==> config.mk <==
export PLATFORM = sky130hd
export DESIGN_NAME = prg_loader_flat
export DESIGN_NICKNAME = d
export VERILOG_FILES = /design/src/rtl/prg_loader_if.sv /design/src/rtl/prg_loader.sv /design/src/flat_wrapper.sv
export SDC_FILE = /design/constraint.sdc
export NUM_CORES = 1
export LEC_CHECK = 0
export BUFFER_PORTS_ARGS = -buffer_cell sky130_fd_sc_hd__buf_2
export CELL_PAD_IN_SITES_DETAIL_PLACEMENT = 0
export CELL_PAD_IN_SITES_GLOBAL_PLACEMENT = 1
export CORE_UTILIZATION = 44
export CTS_BUF_LIST = sky130_fd_sc_hd__clkbuf_16
export DETAILED_ROUTE_END_ITERATION = 8
export PLACE_DENSITY = 0.92
export SLEW_MARGIN = 20
export SYNTH_ARGS = -nofsm -noshare
export SYNTH_HDL_FRONTEND = slang
export SYNTH_SLANG_ARGS = --single-unit
==> constraint.sdc <==
create_clock -name clock -period 3.2 [get_ports clock]
set_input_delay 0.16 -clock clock [delete_from_list [all_inputs] [get_ports clock]]
set_output_delay 0.16 -clock clock [all_outputs]
set_load 0.03 [all_outputs]
==> src/rtl/prg_loader_if.sv <==
// Byte-stream side (UART RX/TX pair) and memory program-port side of prg_loader.
// The master modport is the loader itself; the slave modport is its environment.
interface prg_loader_if;
    // UART receive side
    logic [7:0] rx_data;
    logic       rx_valid;

    // UART transmit side
    logic [7:0] tx_data;
    logic       tx_valid;
    logic       tx_ready;

    // Memory program port
    logic       prg_clock;
    logic       prg_we;
    logic [7:0] prg_MA;
    logic [7:0] prg_WD;
    logic [7:0] prg_RD;

    // CPU reset request and status
    logic       reset_1;
    logic       overrun;

    modport master (
        input  rx_data, rx_valid, tx_ready, prg_RD,
        output tx_data, tx_valid, prg_clock, prg_we, prg_MA, prg_WD, reset_1, overrun
    );

    modport slave (
        output rx_data, rx_valid, tx_ready, prg_RD,
        input  tx_data, tx_valid, prg_clock, prg_we, prg_MA, prg_WD, reset_1, overrun
    );
endinterface

==> src/rtl/prg_loader.sv <==
// Byte-stream command engine: writes/reads CDECv memory through the prg_* port
// and drives the monitor-side CPU hold-reset. Commands are 'W' AA DD, 'R' AA,
// 'H', 'G'; anything else is answered with '?'.
module prg_loader #(
    parameter int TIMEOUT_CYCLES = 50_000_000,
    parameter int PULSE_CYCLES   = 2
) (
    input  logic         clock,
    input  logic         reset,
    prg_loader_if.master bus
);

    localparam logic [7:0] CMD_W   = 8'h57;
    localparam logic [7:0] CMD_R   = 8'h52;
    localparam logic [7:0] CMD_H   = 8'h48;
    localparam logic [7:0] CMD_G   = 8'h47;
    localparam logic [7:0] RSP_OK  = 8'h2E;
    localparam logic [7:0] RSP_BAD = 8'h3F;

    localparam int TMO_W = $clog2(TIMEOUT_CYCLES + 1);
    localparam int PLS_W = $clog2(PULSE_CYCLES + 1);

    typedef enum logic [2:0] {
        IDLE,
        GET_ADDR,
        GET_DATA,
        SETUP,
        CLK_HI,
        CLK_LO,
        RESP
    } state_t;

    state_t state, nxt;

    logic             is_wr;      // current command is 'W' (else 'R')
    logic [TMO_W-1:0] tmo_cnt;    // idle cycles inside a partial command
    logic [PLS_W-1:0] pulse_cnt;  // cycles spent in CLK_HI
    logic             tmo_hit;
    logic             pulse_done;
    logic             tx_fire;

    logic       prg_clock_q;
    logic       prg_we_q;
    logic [7:0] prg_ma_q;
    logic [7:0] prg_wd_q;
    logic [7:0] tx_data_q;
    logic       tx_valid_q;
    logic       reset_1_q;
    logic       overrun_q;

    assign tmo_hit    = !bus.rx_valid && (tmo_cnt == TMO_W'(TIMEOUT_CYCLES - 1));
    assign pulse_done = (pulse_cnt == PLS_W'(PULSE_CYCLES - 1));
    assign tx_fire    = tx_valid_q && bus.tx_ready;

    // State register
    always_ff @(posedge clock) begin
        if (reset) state <= IDLE;
        else       state <= nxt;
    end

    // Next-state decode
    always_comb begin
        nxt = state;
        case (state)
            IDLE: begin
                if (bus.rx_valid) begin
                    if (bus.rx_data == CMD_W || bus.rx_data == CMD_R) nxt = GET_ADDR;
                    else                                              nxt = RESP;
                end
            end
            GET_ADDR: begin
                if (bus.rx_valid) nxt = is_wr ? GET_DATA : SETUP;
                else if (tmo_hit) nxt = IDLE;
            end
            GET_DATA: begin
                if (bus.rx_valid) nxt = SETUP;
                else if (tmo_hit) nxt = IDLE;
            end
            SETUP:   nxt = CLK_HI;
            CLK_HI:  if (pulse_done) nxt = CLK_LO;
            CLK_LO:  nxt = RESP;
            RESP:    if (tx_fire) nxt = IDLE;
            default: nxt = IDLE;
        endcase
    end

    // Partial-command timeout: counts cycles without a byte while collecting operands
    always_ff @(posedge clock) begin
        if (reset)
            tmo_cnt <= '0;
        else if ((state == GET_ADDR || state == GET_DATA) && !bus.rx_valid)
            tmo_cnt <= tmo_cnt + 1'b1;
        else
            tmo_cnt <= '0;
    end

    // Width of the prg_clock high phase
    always_ff @(posedge clock) begin
        if (reset)                pulse_cnt <= '0;
        else if (state == CLK_HI) pulse_cnt <= pulse_cnt + 1'b1;
        else                      pulse_cnt <= '0;
    end

    // Datapath: program port, response byte, reset_1 and overrun flag
    always_ff @(posedge clock) begin
        if (reset) begin
            is_wr       <= 1'b0;
            prg_clock_q <= 1'b0;
            prg_we_q    <= 1'b0;
            prg_ma_q    <= '0;
            prg_wd_q    <= '0;
            tx_data_q   <= '0;
            tx_valid_q  <= 1'b0;
            reset_1_q   <= 1'b0;
            overrun_q   <= 1'b0;
        end else begin
            // Registered from next state so the pulse is glitch-free and
            // high exactly while the FSM sits in CLK_HI.
            prg_clock_q <= (nxt == CLK_HI);
            tx_valid_q  <= (nxt == RESP);
            case (state)
                IDLE: begin
                    if (bus.rx_valid) begin
                        is_wr <= (bus.rx_data == CMD_W);
                        case (bus.rx_data)
                            CMD_W, CMD_R: ;
                            CMD_H: begin
                                reset_1_q <= 1'b1;
                                tx_data_q <= RSP_OK;
                            end
                            CMD_G: begin
                                reset_1_q <= 1'b0;
                                tx_data_q <= RSP_OK;
                            end
                            default: tx_data_q <= RSP_BAD;
                        endcase
                    end
                end
                GET_ADDR: begin
                    if (bus.rx_valid) begin
                        prg_ma_q <= bus.rx_data;
                        prg_we_q <= 1'b0;
                    end
                end
                GET_DATA: begin
                    if (bus.rx_valid) begin
                        prg_wd_q <= bus.rx_data;
                        prg_we_q <= 1'b1;
                    end else if (tmo_hit) begin
                        prg_we_q <= 1'b0;
                    end
                end
                CLK_LO: begin
                    prg_we_q  <= 1'b0;
                    tx_data_q <= is_wr ? RSP_OK : bus.prg_RD;
                    if (bus.rx_valid) overrun_q <= 1'b1;
                end
                SETUP, CLK_HI, RESP: begin
                    // Busy: the byte is dropped, including one arriving
                    // in the same cycle the response is accepted.
                    if (bus.rx_valid) overrun_q <= 1'b1;
                end
                default: ;
            endcase
        end
    end

    assign bus.prg_clock = prg_clock_q;
    assign bus.prg_we    = prg_we_q;
    assign bus.prg_MA    = prg_ma_q;
    assign bus.prg_WD    = prg_wd_q;
    assign bus.tx_data   = tx_data_q;
    assign bus.tx_valid  = tx_valid_q;
    assign bus.reset_1   = reset_1_q;
    assign bus.overrun   = overrun_q;

endmodule

==> src/flat_wrapper.sv <==
// flat-port wrapper written by rule: the top's interface ports become plain ports
module prg_loader_flat 
#(
    parameter int TIMEOUT_CYCLES = 50_000_000,
    parameter int PULSE_CYCLES   = 2
)
  (clock, reset, bus_rx_data, bus_rx_valid, bus_tx_ready, bus_prg_RD, bus_tx_data, bus_tx_valid, bus_prg_clock, bus_prg_we, bus_prg_MA, bus_prg_WD, bus_reset_1, bus_overrun);
  prg_loader_if bus_i ();
  input  logic clock;
  input  logic reset;
  input wire logic [$bits(bus_i.rx_data)-1:0] bus_rx_data;
  input wire logic [$bits(bus_i.rx_valid)-1:0] bus_rx_valid;
  input wire logic [$bits(bus_i.tx_ready)-1:0] bus_tx_ready;
  input wire logic [$bits(bus_i.prg_RD)-1:0] bus_prg_RD;
  output wire logic [$bits(bus_i.tx_data)-1:0] bus_tx_data;
  output wire logic [$bits(bus_i.tx_valid)-1:0] bus_tx_valid;
  output wire logic [$bits(bus_i.prg_clock)-1:0] bus_prg_clock;
  output wire logic [$bits(bus_i.prg_we)-1:0] bus_prg_we;
  output wire logic [$bits(bus_i.prg_MA)-1:0] bus_prg_MA;
  output wire logic [$bits(bus_i.prg_WD)-1:0] bus_prg_WD;
  output wire logic [$bits(bus_i.reset_1)-1:0] bus_reset_1;
  output wire logic [$bits(bus_i.overrun)-1:0] bus_overrun;
  assign bus_i.rx_data = bus_rx_data;
  assign bus_i.rx_valid = bus_rx_valid;
  assign bus_i.tx_ready = bus_tx_ready;
  assign bus_i.prg_RD = bus_prg_RD;
  assign bus_tx_data = bus_i.tx_data;
  assign bus_tx_valid = bus_i.tx_valid;
  assign bus_prg_clock = bus_i.prg_clock;
  assign bus_prg_we = bus_i.prg_we;
  assign bus_prg_MA = bus_i.prg_MA;
  assign bus_prg_WD = bus_i.prg_WD;
  assign bus_reset_1 = bus_i.reset_1;
  assign bus_overrun = bus_i.overrun;
  prg_loader #(.TIMEOUT_CYCLES(TIMEOUT_CYCLES), .PULSE_CYCLES(PULSE_CYCLES)) u_core (.clock(clock), .reset(reset), .bus(bus_i));
endmodule
Word level (Yosys, flattened, before mapping):

Cells that the tools add are included.

* add/sub/neg operators: 2
* equality and inequality tests: 18
* mux-type cells: 18
* bitwise operators: 2
* reduce and logical (&&, ||, !) cells: 22

Operators with widths (count)
* equality test 8 x 7 -> 1 bit, second input constant: 4
* case mux 8 bit (2 select lines): 2
* adder 26 x 1 -> 26 bit, second input constant: 1
* equality test 26 bit, second input constant: 1
* two-way mux 3 bit: 7
* case mux 3 bit (7 select lines): 1
* two-way mux 8 bit: 2
* equality test 3 bit, second input constant: 5
* AND reduction 3 bit: 3
* AND reduction 2 bit: 4
* OR reduction 2 bit: 4
* equality test 3 x 2 -> 1 bit, second input constant: 2
* != test 2 bit, second input constant: 3
* two-way mux 1 bit: 4
* nonzero test 2 bit: 2
* OR reduction 4 bit: 1
* equality test 3 x 1 -> 1 bit, second input constant: 1
* logical AND 1 bit: 3
* logical NOT 3 bit: 1
* != test 3 x 2 -> 1 bit, second input constant: 1
* case mux 1 bit (3 select lines): 1
* nonzero test 3 bit: 1
* adder 2 x 1 -> 2 bit, second input constant: 1
* equality test 2 x 1 -> 1 bit, second input constant: 1
* other kinds (4): 6

* bits in registers: 61
* input port bits: 20
* output and inout port bits: 29
* logic and storage cells: 74

Depth between registers and ports, before layout:

Gate-level depths: netlist of the first run.

* depth after elaboration: 6
* depth in mapped cells: 7
* gate-level depth less buffers: 5

Worst setup path after synthesis of the first run:

No wires, ideal clock.

* path type: reg2reg
* from: register u_core.tmo_cnt[0]
* to: register u_core.tmo_cnt[20]
* setup time: 70 ps
* arrival: 1778 ps
* data required time: 3130 ps
* path slack: 1352 ps
* cell stages (with the launch flop): 7
* path buffers: 1
* clock period less this slack: 1848 ps
* path through: dfxtp_1 -> ha_1 -> nand2_1 -> or4_1 -> buf_2 -> or4_1 -> a21oi_1

* cells in the longest elaborated chain, start to end: 1

RTL lines
* start, declared: line prg_loader.sv:36 `logic [TMO_W-1:0] tmo_cnt;`
* start signal, assigned: line prg_loader.sv:92 `tmo_cnt <= tmo_cnt + 1'b1;`
* adder 26 x 1 -> 26 bit: line prg_loader.sv:92

No other way between the ends.
A chain may end at the register's enable or synchronous reset.

Worst setup path in the final report of the first run:

* from: register u_core.tmo_cnt[2]
* to: register u_core.tmo_cnt[22]

Same word-level chain as after synthesis.

==> key figures, run 1 <==
Outcome
  – Status: complete, no violations

Timing
  – Tmin final: between 2 and 2.5 ns
  – Fin. Hold Viols: 0
  – Worst-margin pin slew: 0.679 ns
  – Final setup fails: 0
  – Setup tns final: 0 ns
  – Max_slew headroom: 54.6%
  – RSZ-0062 raised after global routing: false
  – Final period utilization: 71.8%
  – Clock skew: 0.00347 ns
  – Fmax: 0.435 GHz
  – Worst setup margin: 0.902 ns
  – Final-report max-slew violation count: 0

Place
  – Gp weighted congestion: 0.810
  – Post-detail-place hpwl: around 4.2 mm
  – Count of buffers from port buffering: 48
  – DP Cell Count: approximately 430
  – Worst slack at placement: 0.934 ns

Pwr
  – Clock Power Share: 46.6%
  – Sequential Power Share: 40.3%
  – Net Sw Frac: 25.6%
  – Sw Pwr: ~0.00054 W
  – Power Total: 0.00211 W
  – Leak Pwr: between 1 and 1.5 nW
  – Logic pwr share: between 10% and 20%
  – Int Power: 0.00157 W
  – Cell Pwr Density: 635 nW/um2
  – Worst vdd ir: approximately 0.38 mV

Global routing
  – First-pass GRT wire length: roughly 10 mm
  – Antenna violations before repair: 0
  – Pin count of the biggest net entering global routing: 28
  – Global Route Usage Sum: 20.6%
  – Total grt overflow: 0
  – Vias in the first global route: roughly 2.2k

Drt
  – DRC: 0
  – Final Routed Wirelength: 6.14 mm
  – Vias: approximately 2.4k
  – Vias/cell: about 5.5
  – Routed wire per std cell: 13.9 um
  – Starting DRC count in detailed routing: a little over 90
  – Initial DRT Pass Iterations: 4
  – Final ANT Viol Nets: 0

Die
  – Die W: 81.1 um
  – Die area: 6580 um2
  – Site row count: 28
  – Io pins: 49
  – Core Area: about 6000 um2
  – DIE HEIGHT: 81.1 um
  – Starting Density: 45.9%

Yosys
  – Post-synth ARST share: 0%
  – Synthesized area: 2750 um2
  – Avg Synthesized Cell Area: 8.58 um2
  – Register bit total from synthesis: 61
  – Post-synth EDFFs: 0
  – Synthesized instance count: 321
  – Dominant cell by count in the synthesized netlist: dfxtp_1
  – Syn nets: 343
  – Yosys Warn Count: 0
  – Synth area leader: dfxtp_1
  – Register area share after synthesis: 44.4%
  – Yosys cell types: 49
  – Synth top area share: 44.4%
  – Top cells by count, synth: 61 x dfxtp_1, 34 x nor2_1, 29 x a21oi_1, 29 x nand2_1, 15 x clkbuf_1
  – Ys flop type: dfxtp_1
  – Largest cells by area after synthesis: dfxtp_1 44%, a21oi_1 5.3%, nor2_1 4.6%

CTS
  – H-tree depth: 3
  – Setup Fix Bufs, Post-CTS: 0
  – Root buffer cell: clkbuf_16
  – Worst-skew pair later-pin latency: approximately 0.32 ns
  – Max clock buf depth: 2
  – Clock-pin slew on the worst setup and hold paths: around 0.050 ns
  – Post-CTS sizing: 0
  – TritonCTS clock tree: yes
  – CTS buffer count: 9
  – Post-CTS Hold Fix Bufs: 0
  – # clock sinks: 61

Setup path
  – Worst Setup End Kind: register
  – WP buf/inv: 0
  – CP arrival: 2.54 ns
  – R2R cell count: 4
  – Largest stage delay, worst path: 0.79 ns
  – Worst endpoint required time: 3.45 ns
  – R2R Path End: u_core.tmo_cnt[22]
  – Crit-path cells: nand4_1, or4_1, or4_1, a21oi_1
  – Critical path's slowest cell: or4_1
  – Critical path fanouts, max: 12
  – Reg-to-reg startpoint: u_core.tmo_cnt[2]
  – Top cell family by delay on the critical path: simple AND/OR/NAND/NOR gates
  – CP Launch Type: register
  – Crit Path Class: reg2reg
  – Most used cell, CP: or4_1
  – Worst R2R Setup Slack: 0.90 ns

Final layout
  – Area of the multi-input gates: 1410 um2
  – FF+latch area: 1220 um2
  – Final Core Density: 55.4%
  – Layout cell share with drive strength beyond 1: 19.9%
  – Non-filler cells, final: around 440
  – Synth-to-layout area growth: 20.6%
  – Ant. Diodes: 0
  – # fillers: about 560
  – Final net count: 385

Min path
  – Min-Delay Path Class: in2reg
  – Hold path depth: 3
  – Worst hold endpoint: u_core.bus.prg_WD[6]
  – Worst Min Path Start: bus_rx_data[6]

Flow run
  – Max-Cap Viols: 0
==> sequential cells by signal (all words and copies together) (netlist names), 2 cells and up <==
signal              flops
u_core.state            3
u_core.tmo_cnt         26
u_core.pulse_cnt        2
u_core.bus.prg_WD       8
u_core.bus.prg_MA       8
u_core.bus.tx_data      8
==> power groups by stage <==
stage	clock, W	combinational, W	sequential (W)
final	0.000984	0.000275	0.000850
after global routing	0.00103	0.000302	0.000857
after CTS	0.00100	0.000275	0.000849
after detailed placement	0	0.000274	0.000864
after global placement	0	0.000271	0.000863
after floorplan	0	0.000155	0.000903
==> area by class of cell <==
class	count	share of cell area, %
clock buffers	9	6.78
well taps	75	2.83
inverters	14	1.58
clock inverters	6	2.41
repair buffers	48	7.24
flip-flops and latches	61	36.8
multi-input cells	229	42.4
==> how the worst max path moves through the flow <==
stage / startpoint / endpoint / slack, ns / cells past startpoint
global placement: u_core.tmo_cnt[2] / u_core.tmo_cnt[22] / 0.99 / 4
global route: u_core.tmo_cnt[2] / u_core.tmo_cnt[22] / 0.72 / 4
floorplan: u_core.tmo_cnt[0] / u_core.tmo_cnt[20] / 1.35 / 6
detailed placement: u_core.tmo_cnt[2] / u_core.tmo_cnt[22] / 0.93 / 4
CTS: u_core.tmo_cnt[2] / u_core.tmo_cnt[22] / 0.92 / 4
finish: u_core.tmo_cnt[2] / u_core.tmo_cnt[22] / 0.90 / 4
==> worst min-delay path: cells and delay by family <==
| family | cells | cell delay [ns] |
|---|---|---|
| buf+inv | 1 | 0.12 |
| simple gates | 1 | 0.06 |
| compound gates | 1 | 0.05 |
==> routing by layer <==
layer | track usage, % | part of all wire [%] | vias to the layer above
met1 | 28.3 | 51 | 1143
met3 | 7.42 | 4.2 | 2
met2 | 30.0 | 44 | 51
met4 | 6.07 | 0.42 | 0
met5 | 0 | 0 | -
li1 | - | - | 1240
==> cells by family after synthesis <==
family,after synthesis,synth area share [%]
buffers and inverters,31,4.55
adder cells (fa/ha/maj),2,0.909
AND/OR/NAND/NOR,133,26.1
XOR/XNOR,11,3.50
multiplexers,9,3.27
flip-flops,61,44.4
AO/OA/AOI/OAI,74,17.3
==> per-stage QoR <==
step / hold WS [ns] / area (um2)
2_1_floorplan: 0.296 / 2750
3_3_place_gp: 0.409 / 3010
3_5_place_dp: 0.429 / 3010
4_1_cts: 0.112 / 3320
5_1_grt: 0.116 / 3320
6_report: 0.122 / 3320
==> cell usage in the layout (no fill, tap or decap), types with 3 or more instances in the layout <==
master     synthesis  layout
nand4_1            3       3
nor4_1             3       3
a211oi_1           8       8
a21oi_1           29      29
and3_1             4       4
or4_1             10      10
o31ai_1            9       9
mux2i_1            9       9
nand2b_1           3       3
or3_1              4       4
nor3_1             3       3
a31o_2             3       3
nor2_1            34      34
o21ai_0            9       9
nand3_1           13      13
xor2_1             3       3
buf_2              1      48
dfxtp_1           61      61
nor2b_1            4       4
inv_1             14      15
nor4b_1            3       3
nand2_1           29      29
and4_1             3       3
or2_2              4       4
xnor2_1            8       8
clkbuf_16          0       9
No activity file was read; power rests on OpenSTA's default activity.
==> run 2: changes to the inputs <==
--- a/config.mk
+++ b/config.mk
@@ -8,10 +8,10 @@
 export BUFFER_PORTS_ARGS = -buffer_cell sky130_fd_sc_hd__buf_2
 export CELL_PAD_IN_SITES_DETAIL_PLACEMENT = 0
 export CELL_PAD_IN_SITES_GLOBAL_PLACEMENT = 1
-export CORE_UTILIZATION = 44
+export CORE_UTILIZATION = 41
 export CTS_BUF_LIST = sky130_fd_sc_hd__clkbuf_16
 export DETAILED_ROUTE_END_ITERATION = 8
-export PLACE_DENSITY = 0.92
+export PLACE_DENSITY = 0.87
 export SLEW_MARGIN = 20
 export SYNTH_ARGS = -nofsm -noshare
 export SYNTH_HDL_FRONTEND = slang
==> constraint.sdc (replaced) <==
create_clock -name clock -period 2.3 [get_ports clock]
set_input_delay 0.115 -clock clock [delete_from_list [all_inputs] [get_ports clock]]
set_output_delay 0.115 -clock clock [all_outputs]
set_load 0.03 [all_outputs]
==> run 2 against run 1 <==
  * The run now ends with DRC left
  * Total power grew 45%
  * Sequential share of layout area shrank 0.72 points
  * Via count shrank 0.78%
  * Worst hold slack lost 0.051 ns
  * First-iteration DRC count grew 48%
  * Sequential cell count is the same
  * Fmax grew 6.7%
  * Clock power grew 51%
  * Critical path depth grew 1
  * Clock skew is essentially flat
  * Critical endpoint unchanged
==> key figures, run 2 (synthesis results as in run 1) <==
Outcome
  – Status: complete, but fails checks
  – Failing checks: DRC

Timing
  – Fmax: 0.464 GHz
  – RSZ-0062 raised after global routing: false
  – Hold Slack: between 0.07 and 0.08 ns
  – Fin. Hold Viols: 0
  – Clock skew: 0.00392 ns
  – Final-report max-slew violation count: 0
  – Final setup fails: 0
  – Final period utilization: 93.6%
  – Setup tns final: 0 ns
  – Max_slew headroom: 58.9%
  – Tmin final: ~2.2 ns
  – Worst-margin pin slew: 0.616 ns

Setup path
  – Worst endpoint required time: roughly 2.6 ns
  – R2R cell count: 5
  – Worst R2R Setup Slack: 0.15 ns
  – WP buf/inv: 0
  – Total stage count of the critical path: 5
  – Reg-to-reg startpoint: u_core.tmo_cnt[0]
  – Most used cell, CP: or4_1
  – Largest stage delay, worst path: between 0.6 and 0.7 ns
  – R2R Path End: u_core.tmo_cnt[22]
  – CP Launch Type: register
  – CP arrival: approximately 2.4 ns
  – Critical path's slowest cell: or4_1
  – Setup crit end: u_core.tmo_cnt[22]
  – Worst Setup End Kind: register
  – Crit-path cells: ha_1, nand2_1, or4_1, or4_1, a21oi_1
  – Critical path fanouts, max: 11
  – Crit Path Class: reg2reg
  – Worst Setup SP: u_core.tmo_cnt[0]
  – Top cell family by delay on the critical path: simple AND/OR/NAND/NOR gates

CTS
  – Max clock buf depth: 2
  – Post-CTS Hold Fix Bufs: 0
  – Setup Fix Bufs, Post-CTS: 0
  – Root buffer cell: clkbuf_16
  – H-tree depth: 3
  – TritonCTS clock tree: yes
  – CTS buffer count: 9
  – Clock-pin slew on the worst setup and hold paths: 0.05 ns
  – # clock sinks: 61
  – Post-CTS sizing: 0
  – Worst-skew pair later-pin latency: 0.32 ns

Die
  – Io pins: around 50
  – DIE HEIGHT: 83.9 um
  – Die W: 83.9 um
  – Core Area: about 6400 um2
  – Starting Density: 42.9%
  – Die area: 7050 um2
  – Site row count: 29

Pwr
  – Clock Power Share: 48.6%
  – Worst vdd ir: 0.558 mV
  – Sw Pwr: about 0.00076 W
  – Leak Pwr: about 1.2 nW
  – Int Power: 0.00231 W
  – Sequential Power Share: 38.5%
  – Logic pwr share: 12.8%
  – Net Sw Frac: 24.8%
  – Cell Pwr Density: 906 nW/um2

Drt
  – Vias: ~2.4k
  – Vias/cell: 5.37
  – Starting DRC count in detailed routing: roughly 140
  – Initial DRT Pass Iterations: 6
  – Final ANT Viol Nets: 0
  – Final Routed Wirelength: 6.32 mm
  – Routed wire per std cell: 14.0 um
  – DRC: 6

Global routing
  – Total grt overflow: 0
  – Pin count of the biggest net entering global routing: 27
  – First-pass GRT wire length: 10.6 mm
  – Antenna violations before repair: 0
  – Global Route Usage Sum: between 10% and 20%
  – Vias in the first global route: 2321

Place
  – Gp weighted congestion: 0.758
  – Post-detail-place hpwl: 4.44 mm
  – Count of buffers from port buffering: 48

Final layout
  – Most frequent cells in the layout: 61 x dfxtp_1, 48 x buf_2, 34 x nor2_1
  – Final net count: 390
  – Ant. Diodes: 0
  – Top reg by flops: u_core.tmo_cnt
  – Synth-to-layout area growth: 23.0%
  – Largest register FFs: 26
  – Most common cell after layout, fill and taps aside: dfxtp_1
  – # fillers: 617
  – Layout cell share with drive strength beyond 1: 20.9%

Min path
  – Worst Min Path Start: bus_rx_data[5]
  – Min-Delay Path Class: in2reg

Flow run
  – Max-Cap Viols: 0
==> run 2: changes by cell type in the layout (fill, tap and decap cells not counted), sizes merged <==
cell | previous run | this run
clkinvlp | 1 | 0
buf | 48 | 53
inv | 15 | 16
bufinv | 2 | 3
==> run 2: metrics by stage <==
step                setup slack (ns)  area (um2)  instances  total power [W]  util [%]
floorplan                      0.452        2750        321          0.00147         -
global placement               0.252        3050        434          0.00159      47.6
detailed placement             0.167        3050        434          0.00160      47.6
CTS                            0.138        3390        450          0.00309      52.7
global route                  0.0172        3390        450          0.00321      52.7
finish                         0.146        3390        450          0.00307      52.7
==> run 2: layer usage <==
metal | track usage [%] | share of wire, % | vias to the layer above
met1 | 25.4 | 50 | 1110
met2 | 29.1 | 45 | 48
met3 | 4.06 | 3.5 | 10
met5 | 0 | 0 | -
li1 | - | - | 1249
met4 | 10.8 | 1.9 | 0
==> run 2: worst register-to-register path: stages (launching register included) <==
cell,delay (ns)
dfxtp_1,0.38
ha_1,0.26
nand2_1,0.14
or4_1,0.61
or4_1,0.54
a21oi_1,0.16
==> run 2: worst min path at each step <==
stage | end | depth (start not counted) | slack (ns)
finish | u_core.bus.prg_WD[5] | 3 | 0.07
global route | u_core.bus.prg_WD[5] | 3 | 0.08
CTS | u_core.bus.prg_WD[5] | 3 | 0.06
detailed placement | u_core.bus.prg_WD[5] | 3 | 0.40
global placement | u_core.bus.prg_WD[5] | 3 | 0.40
floorplan | u_core.bus.prg_WD[0] | 2 | 0.25
==> run 2: area by class of cell <==
| class | instances | area (um2) | share of cell area [%] |
|---|---|---|---|
| multi-input cells | 229 | 1410 | 41.5 |
| clock inverters | 7 | 106 | 3.14 |
| inverters | 14 | 52.6 | 1.55 |
| flip-flops and latches | 61 | 1220 | 36.1 |
| well taps | 77 | 96.3 | 2.85 |
| repair buffers | 53 | 278 | 8.20 |
| clock buffers | 9 | 225 | 6.65 |
==> run 2: power by group through the flow <==
stage / registers, W / logic (W) / clock network (W)
floorplan: 0.00126 / 0.000216 / 0
global placement: 0.00120 / 0.000389 / 0
detailed placement: 0.00120 / 0.000393 / 0
CTS: 0.00118 / 0.000395 / 0.00152
global route: 0.00119 / 0.000433 / 0.00158
finish: 0.00118 / 0.000394 / 0.00149
